<file path="config.mk">
export PLATFORM = sky130hd
export DESIGN_NAME = ex_stage
export DESIGN_NICKNAME = d
export VERILOG_FILES = /design/src/rtl/processor_pkg.sv /design/src/rtl/alu_unit.sv /design/src/rtl/ex_stage.sv
export SDC_FILE = /design/constraint.sdc
export NUM_CORES = 1
export LEC_CHECK = 0
export ABC_AREA = 1
export CAP_MARGIN = 20
export CORE_MARGIN = 3
export CORE_UTILIZATION = 50
export CTS_CLUSTER_SIZE = 24
export DETAILED_ROUTE_END_ITERATION = 7
export GPL_ROUTABILITY_DRIVEN = 0
export PLACE_DENSITY = 0.84
export SYNTH_ARGS = -nofsm -noshare
export SYNTH_HDL_FRONTEND = slang
export SYNTH_HIERARCHICAL = 1
export SYNTH_SLANG_ARGS = --single-unit
</file>
<file path="constraint.sdc">
create_clock -name clk -period 2.7 [get_ports clk]
set_clock_uncertainty 0.05 [all_clocks]
set_input_delay 0.54 -clock clk [delete_from_list [all_inputs] [get_ports clk]]
set_output_delay 0.54 -clock clk [all_outputs]
set_load 0.05 [all_outputs]
</file>
<file path="src/rtl/processor_pkg.sv">
//------------------------------------------------------------------------------
// Module      : processor_pkg
// Description : Shared widths, ALU opcodes and CCR bit positions for the core.
// Revision    : 1.0 - initial release
//------------------------------------------------------------------------------
`default_nettype none

package processor_pkg;

    localparam int DATA_W     = 16;
    localparam int REG_ADDR_W = 3;
    localparam int ALUOP_W    = 3;

    localparam logic [ALUOP_W-1:0] ALU_MOV = 3'b000;
    localparam logic [ALUOP_W-1:0] ALU_ADD = 3'b001;
    localparam logic [ALUOP_W-1:0] ALU_SUB = 3'b010;
    localparam logic [ALUOP_W-1:0] ALU_AND = 3'b011;
    localparam logic [ALUOP_W-1:0] ALU_OR  = 3'b100;
    localparam logic [ALUOP_W-1:0] ALU_NOT = 3'b101;
    localparam logic [ALUOP_W-1:0] ALU_INC = 3'b110;
    localparam logic [ALUOP_W-1:0] ALU_DEC = 3'b111;

    localparam int CCR_Z = 0;
    localparam int CCR_N = 1;
    localparam int CCR_C = 2;

endpackage

`default_nettype wire

</file>
<file path="src/rtl/alu_unit.sv">
//------------------------------------------------------------------------------
// Module      : alu_unit
// Description : Combinational ALU producing the result, Z/N/C and write enables.
// Revision    : 1.0 - initial release
//------------------------------------------------------------------------------
`default_nettype none

module alu_unit
    import processor_pkg::*;
#(
    parameter int DATA_W  = processor_pkg::DATA_W,
    parameter int ALUOP_W = processor_pkg::ALUOP_W
) (
    input  logic [DATA_W-1:0]  a,
    input  logic [DATA_W-1:0]  b,
    input  logic [ALUOP_W-1:0] op,
    output logic [DATA_W-1:0]  result,
    output logic               z,
    output logic               n,
    output logic               c,
    output logic               c_we,
    output logic               flags_we
);

    localparam logic [DATA_W-1:0] c_one  = {{(DATA_W-1){1'b0}}, 1'b1};
    localparam logic [DATA_W-1:0] c_zero = '0;

    // One extra bit so the carry out of ADD/INC falls out of the sum directly.
    logic [DATA_W:0] w_wide;

    always_comb begin
        w_wide   = '0;
        result   = '0;
        c        = 1'b0;
        c_we     = 1'b0;
        flags_we = 1'b1;
        case (op)
            ALU_MOV: begin
                result   = b;
                flags_we = 1'b0;
            end
            ALU_ADD: begin
                w_wide = {1'b0, a} + {1'b0, b};
                result = w_wide[DATA_W-1:0];
                c      = w_wide[DATA_W];
                c_we   = 1'b1;
            end
            ALU_SUB: begin
                result = a - b;
                c      = (a < b);
                c_we   = 1'b1;
            end
            ALU_AND: result = a & b;
            ALU_OR:  result = a | b;
            ALU_NOT: result = ~a;
            ALU_INC: begin
                w_wide = {1'b0, a} + {1'b0, c_one};
                result = w_wide[DATA_W-1:0];
                c      = w_wide[DATA_W];
                c_we   = 1'b1;
            end
            ALU_DEC: begin
                result = a - c_one;
                c      = (a == c_zero);
                c_we   = 1'b1;
            end
            default: begin
                result   = b;
                flags_we = 1'b0;
            end
        endcase
        z = (result == c_zero);
        n = result[DATA_W-1];
    end

endmodule

`default_nettype wire

</file>
<file path="src/rtl/ex_stage.sv">
//------------------------------------------------------------------------------
// Module      : ex_stage
// Description : Execute stage: operand select, ALU, CCR and EX/MEM register.
// Revision    : 1.0 - initial release
//------------------------------------------------------------------------------
`default_nettype none

module ex_stage
    import processor_pkg::*;
#(
    parameter int DATA_W     = processor_pkg::DATA_W,
    parameter int REG_ADDR_W = processor_pkg::REG_ADDR_W,
    parameter int ALUOP_W    = processor_pkg::ALUOP_W
) (
    input  logic                  clk,
    input  logic                  rst,
    input  logic                  stall,
    input  logic                  flush,
    input  logic [DATA_W-1:0]     op1,
    input  logic [DATA_W-1:0]     R_op2,
    input  logic [DATA_W-1:0]     I_op2,
    input  logic [REG_ADDR_W-1:0] write_addr,
    input  logic [ALUOP_W-1:0]    aluOp,
    input  logic                  RegWR,
    input  logic                  aluSrc,
    input  logic                  MemWR,
    input  logic                  MemR,
    output logic [DATA_W-1:0]     alu_result,
    output logic [DATA_W-1:0]     store_data,
    output logic [REG_ADDR_W-1:0] wb_addr,
    output logic                  wb_RegWR,
    output logic                  wb_MemWR,
    output logic                  wb_MemR,
    output logic                  valid_out,
    output logic [2:0]            ccr
);

    logic [DATA_W-1:0] w_b;
    logic [DATA_W-1:0] w_result;
    logic              w_z;
    logic              w_n;
    logic              w_c;
    logic              w_c_we;
    logic              w_flags_we;

    logic [DATA_W-1:0]     r_alu_result;
    logic [DATA_W-1:0]     r_store_data;
    logic [REG_ADDR_W-1:0] r_wb_addr;
    logic                  r_wb_regwr;
    logic                  r_wb_memwr;
    logic                  r_wb_memr;
    logic                  r_valid;
    logic [2:0]            r_ccr;

    assign w_b = aluSrc ? I_op2 : R_op2;

    alu_unit #(
        .DATA_W  (DATA_W),
        .ALUOP_W (ALUOP_W)
    ) u_alu (
        .a        (op1),
        .b        (w_b),
        .op       (aluOp),
        .result   (w_result),
        .z        (w_z),
        .n        (w_n),
        .c        (w_c),
        .c_we     (w_c_we),
        .flags_we (w_flags_we)
    );

    // rst > flush > stall > normal; a bubble clears the payload but keeps ccr.
    always_ff @(posedge clk) begin
        if (rst) begin
            r_alu_result <= '0;
            r_store_data <= '0;
            r_wb_addr    <= '0;
            r_wb_regwr   <= 1'b0;
            r_wb_memwr   <= 1'b0;
            r_wb_memr    <= 1'b0;
            r_valid      <= 1'b0;
            r_ccr        <= 3'b000;
        end else if (flush) begin
            r_alu_result <= '0;
            r_store_data <= '0;
            r_wb_addr    <= '0;
            r_wb_regwr   <= 1'b0;
            r_wb_memwr   <= 1'b0;
            r_wb_memr    <= 1'b0;
            r_valid      <= 1'b0;
        end else if (!stall) begin
            r_alu_result <= w_result;
            r_store_data <= R_op2;
            r_wb_addr    <= write_addr;
            r_wb_regwr   <= RegWR;
            r_wb_memwr   <= MemWR;
            r_wb_memr    <= MemR;
            r_valid      <= 1'b1;
            if (w_flags_we) begin
                r_ccr[CCR_Z] <= w_z;
                r_ccr[CCR_N] <= w_n;
            end
            if (w_c_we) begin
                r_ccr[CCR_C] <= w_c;
            end
        end
    end

    assign alu_result = r_alu_result;
    assign store_data = r_store_data;
    assign wb_addr    = r_wb_addr;
    assign wb_RegWR   = r_wb_regwr;
    assign wb_MemWR   = r_wb_memwr;
    assign wb_MemR    = r_wb_memr;
    assign valid_out  = r_valid;
    assign ccr        = r_ccr;

endmodule

`default_nettype wire

</file>
==> results of run 1 <==
## routing by layer
| metal | GRT overflow | track usage [%] |
|---|---|---|
| met1 | 1 | 73.9 |
| met2 | 58 | 92.2 |
| met3 | 1 | 56.8 |
| met4 | 46 | 78.3 |
| met5 | 0 | 18.4 |
## per-stage QoR
| stage | area (sq um) | hold WS (ns) | std cells |
|---|---|---|---|
| 2_1_floorplan | 5900 | 0.619 | 1077 |
| 3_3_place_gp | 8230 | 0.394 | 1456 |
| 3_5_place_dp | 8230 | 0.405 | 1456 |
| 4_1_cts | 9220 | 0.416 | 1492 |
## logic make-up after synthesis
logic type,after synthesis,share of synthesized area [%]
and+or+nand+nor,656,47.4
buffers and inverters,204,14.8
AOI/OAI and AO/OA,119,11.3
adders and majority gates,55,12.0
DFF,42,14.4
xor gates and xnor gates,1,0.150
## what timing repair did
item                       4_1_cts
cloned                           1
resized for setup              228
setup buffers                   27
pin swaps                       83
hold endpoints to repair         0
setup endpoints to repair       18
## synthesized netlist by cell type, types with 3 or more instances
| master | count | area (sq um) |
|---|---|---|
| sky130_fd_sc_hd__inv_2 | 9 | 33.8 |
| sky130_fd_sc_hd__nand3b_1 | 5 | 37.5 |
| sky130_fd_sc_hd__buf_6 | 4 | 45.0 |
| sky130_fd_sc_hd__nor3_1 | 8 | 40.0 |
| sky130_fd_sc_hd__buf_4 | 7 | 52.6 |
| sky130_fd_sc_hd__a21oi_1 | 57 | 285 |
| sky130_fd_sc_hd__nand4_1 | 19 | 119 |
| sky130_fd_sc_hd__nand3_1 | 116 | 581 |
| sky130_fd_sc_hd__o21bai_1 | 4 | 30.0 |
| sky130_fd_sc_hd__o21ai_1 | 8 | 40.0 |
| sky130_fd_sc_hd__a21oi_2 | 10 | 87.6 |
| sky130_fd_sc_hd__ha_1 | 53 | 663 |
| sky130_fd_sc_hd__nor2_2 | 7 | 43.8 |
| sky130_fd_sc_hd__nor2_1 | 105 | 394 |
| sky130_fd_sc_hd__buf_2 | 21 | 105 |
| sky130_fd_sc_hd__inv_1 | 152 | 571 |
| sky130_fd_sc_hd__nand2_1 | 383 | 1440 |
| sky130_fd_sc_hd__o211ai_1 | 3 | 22.5 |
| sky130_fd_sc_hd__dfxtp_1 | 42 | 841 |
| sky130_fd_sc_hd__clkbuf_1 | 9 | 33.8 |
| sky130_fd_sc_hd__nand3_2 | 3 | 30.0 |
| sky130_fd_sc_hd__o21ai_0 | 33 | 165 |
==> results.md, run 1 <==
- The number of buffers added by the clock tree synthesis step is 5.
- The critical endpoint after global-route timing repair is ccr[0]$_SDFFE_PP0P_/D.
- The floorplan die height is about 110 um.
- The sink count of the clock tree is 42.
- Synthesis instantiated 38 different standard cells from the library.
- The initial utilization of the core area, before any placement, comes to 52.7%.
- Synthesis inferred between 40 and 50 register bits.
- The number of nets produced by synthesis is ~1200.
- Before CTS, the worst setup slack after placement is -1.03 ns.
- In this run the horizontal extent of the chip is about 110 um.
- The stage where the run ended is 5_1_grt.
- The maximum clock path buffer count is 2.
- After global routing the overflow that remains totals ~110.
- The mapped cell area is 0.00586 sq mm.
- After the last repair the worst path ends at a register data pin.
- The number of enable flip-flop cells after synthesis is 0.
- The first error in the log reads "[ERROR GRT-0232] Routing congestion too high. Check the congestion heatmap in the GUI".
- The most common flop cell mapped by yosys is sky130_fd_sc_hd__dfxtp_1.
- The count of input and output buffers is approximately 100.
- The share of the Yosys chip area taken by registers is between 10% and 20%.
- The count of standard-cell rows is 38.
- The flow did not finish.
- The master cell of the clock root buffer is sky130_fd_sc_hd__clkbuf_16.
- In this run the number of H-tree levels came out at 2.
- For this run, the total global-route usage over all layers was measured as 74.6%.
- The Yosys step of the flow raised 6 warnings.
- In the synthesized netlist the async set-or-reset flop fraction comes to 0%.
- The I/O pin total is 104.
- The pin count of the biggest net entering global routing is 40.
- The half-perimeter wire length after placement is around 19 mm.
- The cell count after synthesis came out at ~1100.
- The synthesized area divided by synthesized cell count is about 5.4 sq um.
- The number of hold-repair buffers added at the cts stage is 0.
==> run 2: changes to the inputs <==
Settings changed: CORE_UTILIZATION 50 to 40, CTS_CLUSTER_SIZE 24 to default, PLACE_DENSITY 0.84 to default, PLACE_DENSITY_LB_ADDON from default to 0.15.
Clock period 2.7 ns to 3.5 ns, I/O delays scaled along.
==> results.md, run 2 <==
- The run finished with clean final reports.
- The mapped cell area is 0.00586 sq mm (unchanged).
- STA classifies the critical path startpoint as a primary input.
- The number of remaining DRC errors is 0.
- In the post-synthesis netlist, the cell with the most instances is sky130_fd_sc_hd__nand2_1.
- The total count of hold-check failures in the final report came to 0.
- The worst setup slack before clock tree synthesis is -0.581 ns (+0.450 ns).
- The half-perimeter wire length after placement came to 18.9 mm (-0.77%).
- The number of levels in the clock H-tree is 2 (unchanged).
- The top-area cell type share of the netlist area was 24.5% (unchanged).
- The number of global-route vias before repair is ~6900.
- The cell taking the most area after synthesis is sky130_fd_sc_hd__nand2_1.
- The number of buffers added by the clock tree synthesis step is 5 (unchanged).
- The register area share after synthesis is 14.4% (unchanged).
- The count of cells in the finished layout, fillers not included, comes to 1481.
- In the final routed layout, each cell accounts on average for between 15 and 20 um.
- The final-report max-slew violation count is 0.
- The global route total overflow is 0.
- The post-synthesis sequential element count is 42 (unchanged).
- The clock latency of the later-clocked register in the worst-skew pair is 0.28 ns.
- At the worst endpoint, the arrival time is 3.49 ns.
- The sink count of the clock tree is 42 (unchanged).
- Data on the critical path is required at its endpoint by about 3.7 ns.
- The cell repeated most along the worst path is sky130_fd_sc_hd__nand2_1.
- In this run the power density over the cells is 261 mW/mm^2.
- The average via count per standard cell is between 5 and 6.
- The I/O pin total came to 104 (unchanged).
- For this run, the leading register cell type out of synthesis is sky130_fd_sc_hd__dfxtp_1.
- The tool flagged a number of max-cap violations equal to 0.
- The category of the critical setup timing path is in2reg.
- The slew at the pin closest to its max-slew limit is between 0.6 and 0.7 ns.
- The overall global routing resource usage is between 20% and 30%.
- The sum of routed wire length over all layers is about 23 mm.
- The clock transition at the register clock pins on the worst setup and hold paths after CTS is about 0.060 ns.
- The root buffer cell chosen for the clock tree is sky130_fd_sc_hd__clkbuf_16.
- The period utilization is a little over nine tenths.
- Traced cell by cell, the critical path runs through clkdlybuf4s50_1, nand2_1, o21ai_1, buf_4, ha_2, fa_2, inv_2, nand2_1, nand2_2, nand4_1, nand2_1, nand2_1, nand3_1, nand2_2, o21ai_4, nand2_2, nor2_4, nand3_2, nor2_1, inv_1, nand3_1, nand2_1, nor2_1.
- The number of enable flip-flop cells after synthesis is 0 (unchanged).
- The maximum cell stage delay along the critical path is between 0.4 and 0.5 ns.
- The wire length of the first global-routing pass is approximately 35 mm.
- The iteration-0 DRC count of the detailed router is roughly 690.
- The maximum vdd drop is about 200 uV.
- The worst pin sits at a relative slew slack of a little under three fifths.
- In the post-synthesis netlist, the biggest area contributors are sky130_fd_sc_hd__nand2_1, sky130_fd_sc_hd__dfxtp_1, sky130_fd_sc_hd__ha_1.
- The share of synthesized registers carrying an async set or reset is 0% (unchanged).
- The unique cell type count in the Yosys netlist came to 38 (unchanged).
- Broken down by cell family, the worst path's largest delay share belongs to simple AND/OR/NAND/NOR gates.
- By count the netlist is led by sky130_fd_sc_hd__nand2_1, sky130_fd_sc_hd__inv_1, sky130_fd_sc_hd__nand3_1.
- The leading cell type in the layout, fill and taps excluded is sky130_fd_sc_hd__nand2_1.
- The setup TNS is 0 ns.
- The pin count of the biggest net entering global routing is 40.
- The count of standard-cell rows is 43 (+13%).
- For this block, the via count after detailed routing is around 7600.
- The worst setup path is captured at a flip-flop.
- The maximum clock path buffer count is 2 (unchanged).
- The repair_antennas step left the layout with diodes totalling 0.
- Setup violations remaining at the end of the flow were counted as 0.
- The critical-path maximum fanout is 3.
- The horizontal die dimension came to 127 um (+11%).
- For this design the static power due to leakage is about 0.0043 uW.
- The number of nets in the final layout is approximately 1400.
- The floorplan die height is 127 um (+11%).
- From synthesis to final layout, the design area changed by 44.3%.
- The number of hold-repair buffers added at the cts stage was 0 (unchanged).
- The starting density of the core came to 41.6% (-11 points).
- The post-route netlist has between 10% and 20% of its cells at a drive strength greater than 1.
- The class of the worst hold path is reg2reg.
- The number of buffers and inverters on the critical path is 4.
- The TritonCTS clock tree is yes.
- The synthesized area divided by synthesized cell count came to 5.44 sq um (unchanged).
- The total die area is 0.0161 sq mm.
- The core region is ~0.014 sq mm.
- The number of placed instances with taps included came to 1467 (+0.76%).
- The count of input and output buffers is 103 (unchanged).
- After layout, the worst setup slack is between 0.15 and 0.2 ns.
- The initial antenna violation count is 0.
- On the critical path, the stage with the largest delay is an instance of sky130_fd_sc_hd__clkdlybuf4s50_1.
- The highest clock frequency the design can meet is roughly 300 MHz.
- The number of nets produced by synthesis is 1194 (unchanged).
- The core occupancy in the finished layout is approximately three fifths.
- The residual antenna-violating net count after detailed routing is 0.
- The cell count after synthesis is 1077 (unchanged).
- The final critical-path required period is about 3.3 ns.
- Before antenna repair, the detailed router went through 6 iterations.
- Leaving out fill and tap cells, the most frequent cells in the layout are sky130_fd_sc_hd__nand2_1, sky130_fd_sc_hd__buf_4, sky130_fd_sc_hd__inv_1.
- The count of warnings emitted by yosys is 6 (unchanged).
==> run 2: cell counts after synthesis <==
No cell type changed its count.
==> run 2: worst paths after layout <==
kind / start / endpoint / slack, ns / cells after the start
worst max-delay path: I_op2[0] / ccr[0] / 0.19 / 23
worst min-delay path: wb_MemR / wb_MemR / 0.41 / 2
worst max register to register: store_data[11] / store_data[11] / 2.81 / 2
worst min register to register: wb_MemR / wb_MemR / 0.41 / 2
==> run 2: logic make-up after synthesis <==
| logic type | Yosys count | share of synthesized area [%] |
|---|---|---|
| and+or+nand+nor | 656 | 47.4 |
| buffers and inverters | 204 | 14.8 |
| AOI/OAI and AO/OA | 119 | 11.3 |
| adders and majority gates | 55 | 12.0 |
| DFF | 42 | 14.4 |
| xor gates and xnor gates | 1 | 0.150 |
==> run 2: metrics by stage <==
step	area [sq um]	hold WS, ns	power (uW)
5_1_grt	8460	0.431	2360
3_5_place_dp	8000	0.405	1650
2_1_floorplan	5860	0.619	1130
6_report	8460	0.411	2210
4_1_cts	8250	0.414	2150
3_3_place_gp	8000	0.400	1640
==> run 2: timing repair <==
action                     4_1_cts  5_1_grt
buffers inserted                 3        3
gates resized for setup         25       52
pin swaps                        3       11
setup endpoints to repair        8        5
==> run 2: where the power goes <==
part           switching, uW  leakage, uW  internal (uW)  total [uW]
sequential              9.03     0.000342            497         506
combinational            698      0.00388            529        1230
clock                    191    0.0000729            282         473
==> run 2: tightest hold or removal path, stage by stage (launching register included) <==
cell and delay [ns]:
sky130_fd_sc_hd__dfxtp_1 0.31, sky130_fd_sc_hd__nand2_1 0.06, sky130_fd_sc_hd__a21oi_1 0.05
==> run 2: per-layer routing <==
layer / up-vias / share of wire, % / global-route usage, %
met5: - / 0 / 0
met4: 0 / 4.9 / 11.2
met3: 74 / 7.4 / 3.97
met2: 331 / 45 / 44.5
met1: 3391 / 42 / 36.6
li1: 3821 / - / -
==> run 2: final cells by class <==
type                       instances  area, sq um
clock buffer                       6          139
clock inverter                     2         12.5
fill                            1443         5640
inverter                         162          608
multi-input combinational        831         4410
sequential                        42          841
tap                              180          225
timing repair buffer             258         2220
No activity file was read; power rests on OpenSTA's default activity.
==> run 3: changes to the inputs <==
Settings changed: GPL_ROUTABILITY_DRIVEN 0 to default.
==> results.md, run 3 (same netlist as run 2, synthesis figures left out) <==
- The flow ran to the end, and the final reports show no timing, DRC or antenna violations.
- The end of the worst register-to-register path is store_data[15].
- The library cell used most frequently in the layout, excluding fill and tap cells, is sky130_fd_sc_hd__nand2_1.
- The path depth of the worst reg2reg path is 2 (unchanged).
- The path with the worst hold slack has its endpoint at wb_addr[2].
- The count of standard-cell rows is 43 (unchanged).
- The arrival time of the worst setup path is 3.51 ns (+0.02 ns).
- The count of maximum capacitance violations is 0 (unchanged).
- The number of diodes added for antenna fixing came to 0 (unchanged).
- The count of input and output buffers is 103 (unchanged).
- From synthesis to final layout, the design area changed by 44.8%.
- The nature of the critical path startpoint is a primary input.
- The number of levels in the clock H-tree was 2 (unchanged).
- The maximum vdd drop came to 182 uV (-7.2%).
- The cell sitting at the root of the clock tree is a sky130_fd_sc_hd__clkbuf_16.
- The total count of hold-check failures in the final report is 0 (unchanged).
- The required time of the critical path came to 3.67 ns (about the same).
- The half-perimeter wire length after placement was 19.6 mm (+3.5%).
- The iteration-0 DRC count of the detailed router is 723 (+4.5%).
- The I/O pin total came to 104 (unchanged).
- The period utilization is 95.3% (+0.73 points).
- The slowest stage of the critical path belongs to the cell sky130_fd_sc_hd__clkdlybuf4s50_1.
- The number of buffers added by the clock tree synthesis step is 5 (unchanged).
- The clock transition at the register clock pins on the worst setup and hold paths after CTS is 0.06 ns (about the same).
- The floorplan die height is 127 um (unchanged).
- Traced cell by cell, the critical path runs through clkdlybuf4s50_1, inv_1, o21ai_1, inv_1, buf_4, ha_1, o21bai_1, a21oi_4, nand3_1, nand3_1, nand2_1, o21bai_2, nand3_2, nor2_4, nand3_2, nor2_2, inv_1, nand3_1, nand2_1, nor2_1.
- The clock latency of the later-clocked register in the worst-skew pair is 0.29 ns (about the same).
- The total die area is 0.0161 sq mm (unchanged).
- The placeable core region was 0.0141 sq mm (unchanged).
- The horizontal die dimension is 127 um (unchanged).
- The starting density of the core came to 41.6% (unchanged).
- The maximum clock path buffer count was 2 (unchanged).
- The number of fillers in the final layout was 1450 (+0.49%).
- The worst slack on hold paths came to 0.413 ns (+0.00255 ns).
- The number of placed instances with taps included came to 1463 (-0.27%).
- The final-report max-slew violation count is 0 (unchanged).
- The power after layout is 2230 uW (+0.90%).
- The slew at the pin closest to its max-slew limit came to 0.728 ns (+0.0552 ns).
- The overall global routing resource usage came to 29.2% (+1.8 points).
- The final setup violation count is 0 (unchanged).
- The sum of routed wire length over all layers is 24.1 mm (+4.6%).
- The share of layout cells above drive strength 1 came to 20.4% (+0.68 points).
- The number of hold-repair buffers added at the cts stage is 0 (unchanged).
- The TritonCTS clock tree is yes.
- The initial antenna violation count came to 0 (unchanged).
- The worst setup path is of the in2reg kind.
- The via count was 7575 (-0.55%).
- The number of global-route vias before repair is 7014 (+1.8%).
- The pin count of the biggest net entering global routing is 40 (unchanged).
- The average via count per standard cell was 5.13 (-0.28%).
- The number of nets in the final layout is 1413 (-0.28%).
- The final instance count without filler cells came to 1477 (-0.27%).
- The critical-path maximum fanout came to 3 (unchanged).
- The residual antenna-violating net count after detailed routing is 0 (unchanged).
- The startpoint identified for the worst register-to-register timing path is store_data[15].
- The final cell area excluding filler cells came to 0.00848 sq mm (+0.31%).
- In the layout the commonest cells are sky130_fd_sc_hd__nand2_1, sky130_fd_sc_hd__buf_4, sky130_fd_sc_hd__inv_1.
- The leakage power total is 0.00429 uW (-0.18%).
- The placed cell area was 0.00796 sq mm (-0.53%).
- The final RePlAce weighted congestion is a little under 1.
- The core occupancy in the finished layout is 60.2% (+0.19 points).
- The highest clock frequency the design can meet is 300 MHz (-0.76%).
- The worst setup slack for register-to-register paths is 2.79 ns (-0.02 ns).
- The wire length per cell after detailed routing is 16.3 um (+4.9%).
- The number of remaining DRC errors is 0 (unchanged).
- The class of the worst hold path is reg2reg.
- The sort of element at the end of the critical path is a flip-flop.
- The maximum cell stage delay along the critical path is 0.50 ns (+0.09 ns).
- The launch instance of the worst min-delay path is wb_addr[2].
- The areal power density over the cells is 262 mW/mm^2 (+0.59%).
- The number of iterations in the first detailed-routing pass is 7 (+1).
- The relative max-transition margin is 51.3% (-3.8 points).
- The wire length of the first global-routing pass is 37.2 mm (+5.1%).
- The final critical-path required period is 3.33 ns (+0.0254 ns).
- The cell depth of the worst hold path came to 2 (unchanged).
- The global route total overflow was 0 (unchanged).
- The sink count of the clock tree came to 42 (unchanged).
-- run 3: worst max path at each step --
stage	to	cells after the start	slack, ns	startpoint
2_1_floorplan	ccr[0]	23	0.44	aluSrc
3_3_place_gp	ccr[0]	20	-0.89	aluSrc
3_5_place_dp	ccr[0]	20	-0.82	aluSrc
4_1_cts	ccr[0]	23	0.02	aluSrc
5_1_grt	ccr[0]	23	-0.04	R_op2[1]
6_report	ccr[0]	20	0.17	R_op2[6]
-- run 3: stage by stage --
stage | setup WS, ns | TNS [ns]
final | 0.166 | 0
after global routing | -0.0443 | -0.0443
after CTS | 0.0192 | 0
after detailed placement | -0.820 | -7.11
after global placement | -0.886 | -7.55
after floorplan | 0.436 | 0
-- run 3: cell type report --
class                   count  area [sq um]  area share (%)
inverters                 162           608            7.17
clock buffers               6           139            1.64
clock inverters             2          12.5           0.148
repair buffers            254          2180            25.7
well taps                 180           225            2.66
multi-input cells         831          4480            52.8
flip-flops and latches     42           841            9.91
-- run 3: critical path, delay by kind of cell --
| family | cells | cell delay [ns] |
|---|---|---|
| buffers and inverters | 5 | 0.85 |
| AO/OA/AOI/OAI | 4 | 0.82 |
| adder cells (fa/ha/maj) | 1 | 0.19 |
| AND/OR/NAND/NOR | 10 | 0.94 |
-- run 3: repair_timing --
item,4_1_cts,5_1_grt
pin swaps,0,27
gates resized for setup,9,91
endpoints found under the setup margin,13,9
buffers inserted,0,6
-- run 3: per-layer routing --
layer | up-vias | track usage, % | part of all wire (%)
met3 | 68 | 3.68 | 6.2
met5 | - | 0 | 0
met2 | 289 | 47.6 | 46
met1 | 3398 | 39.0 | 43
met4 | 0 | 12.1 | 4.6
li1 | 3820 | - | -
-- run 3: power by group --
part | total, uW | internal [uW] | switching [uW]
Clock | 474 | 282 | 192
Combinational | 1250 | 532 | 714
Sequential | 506 | 497 | 9.21
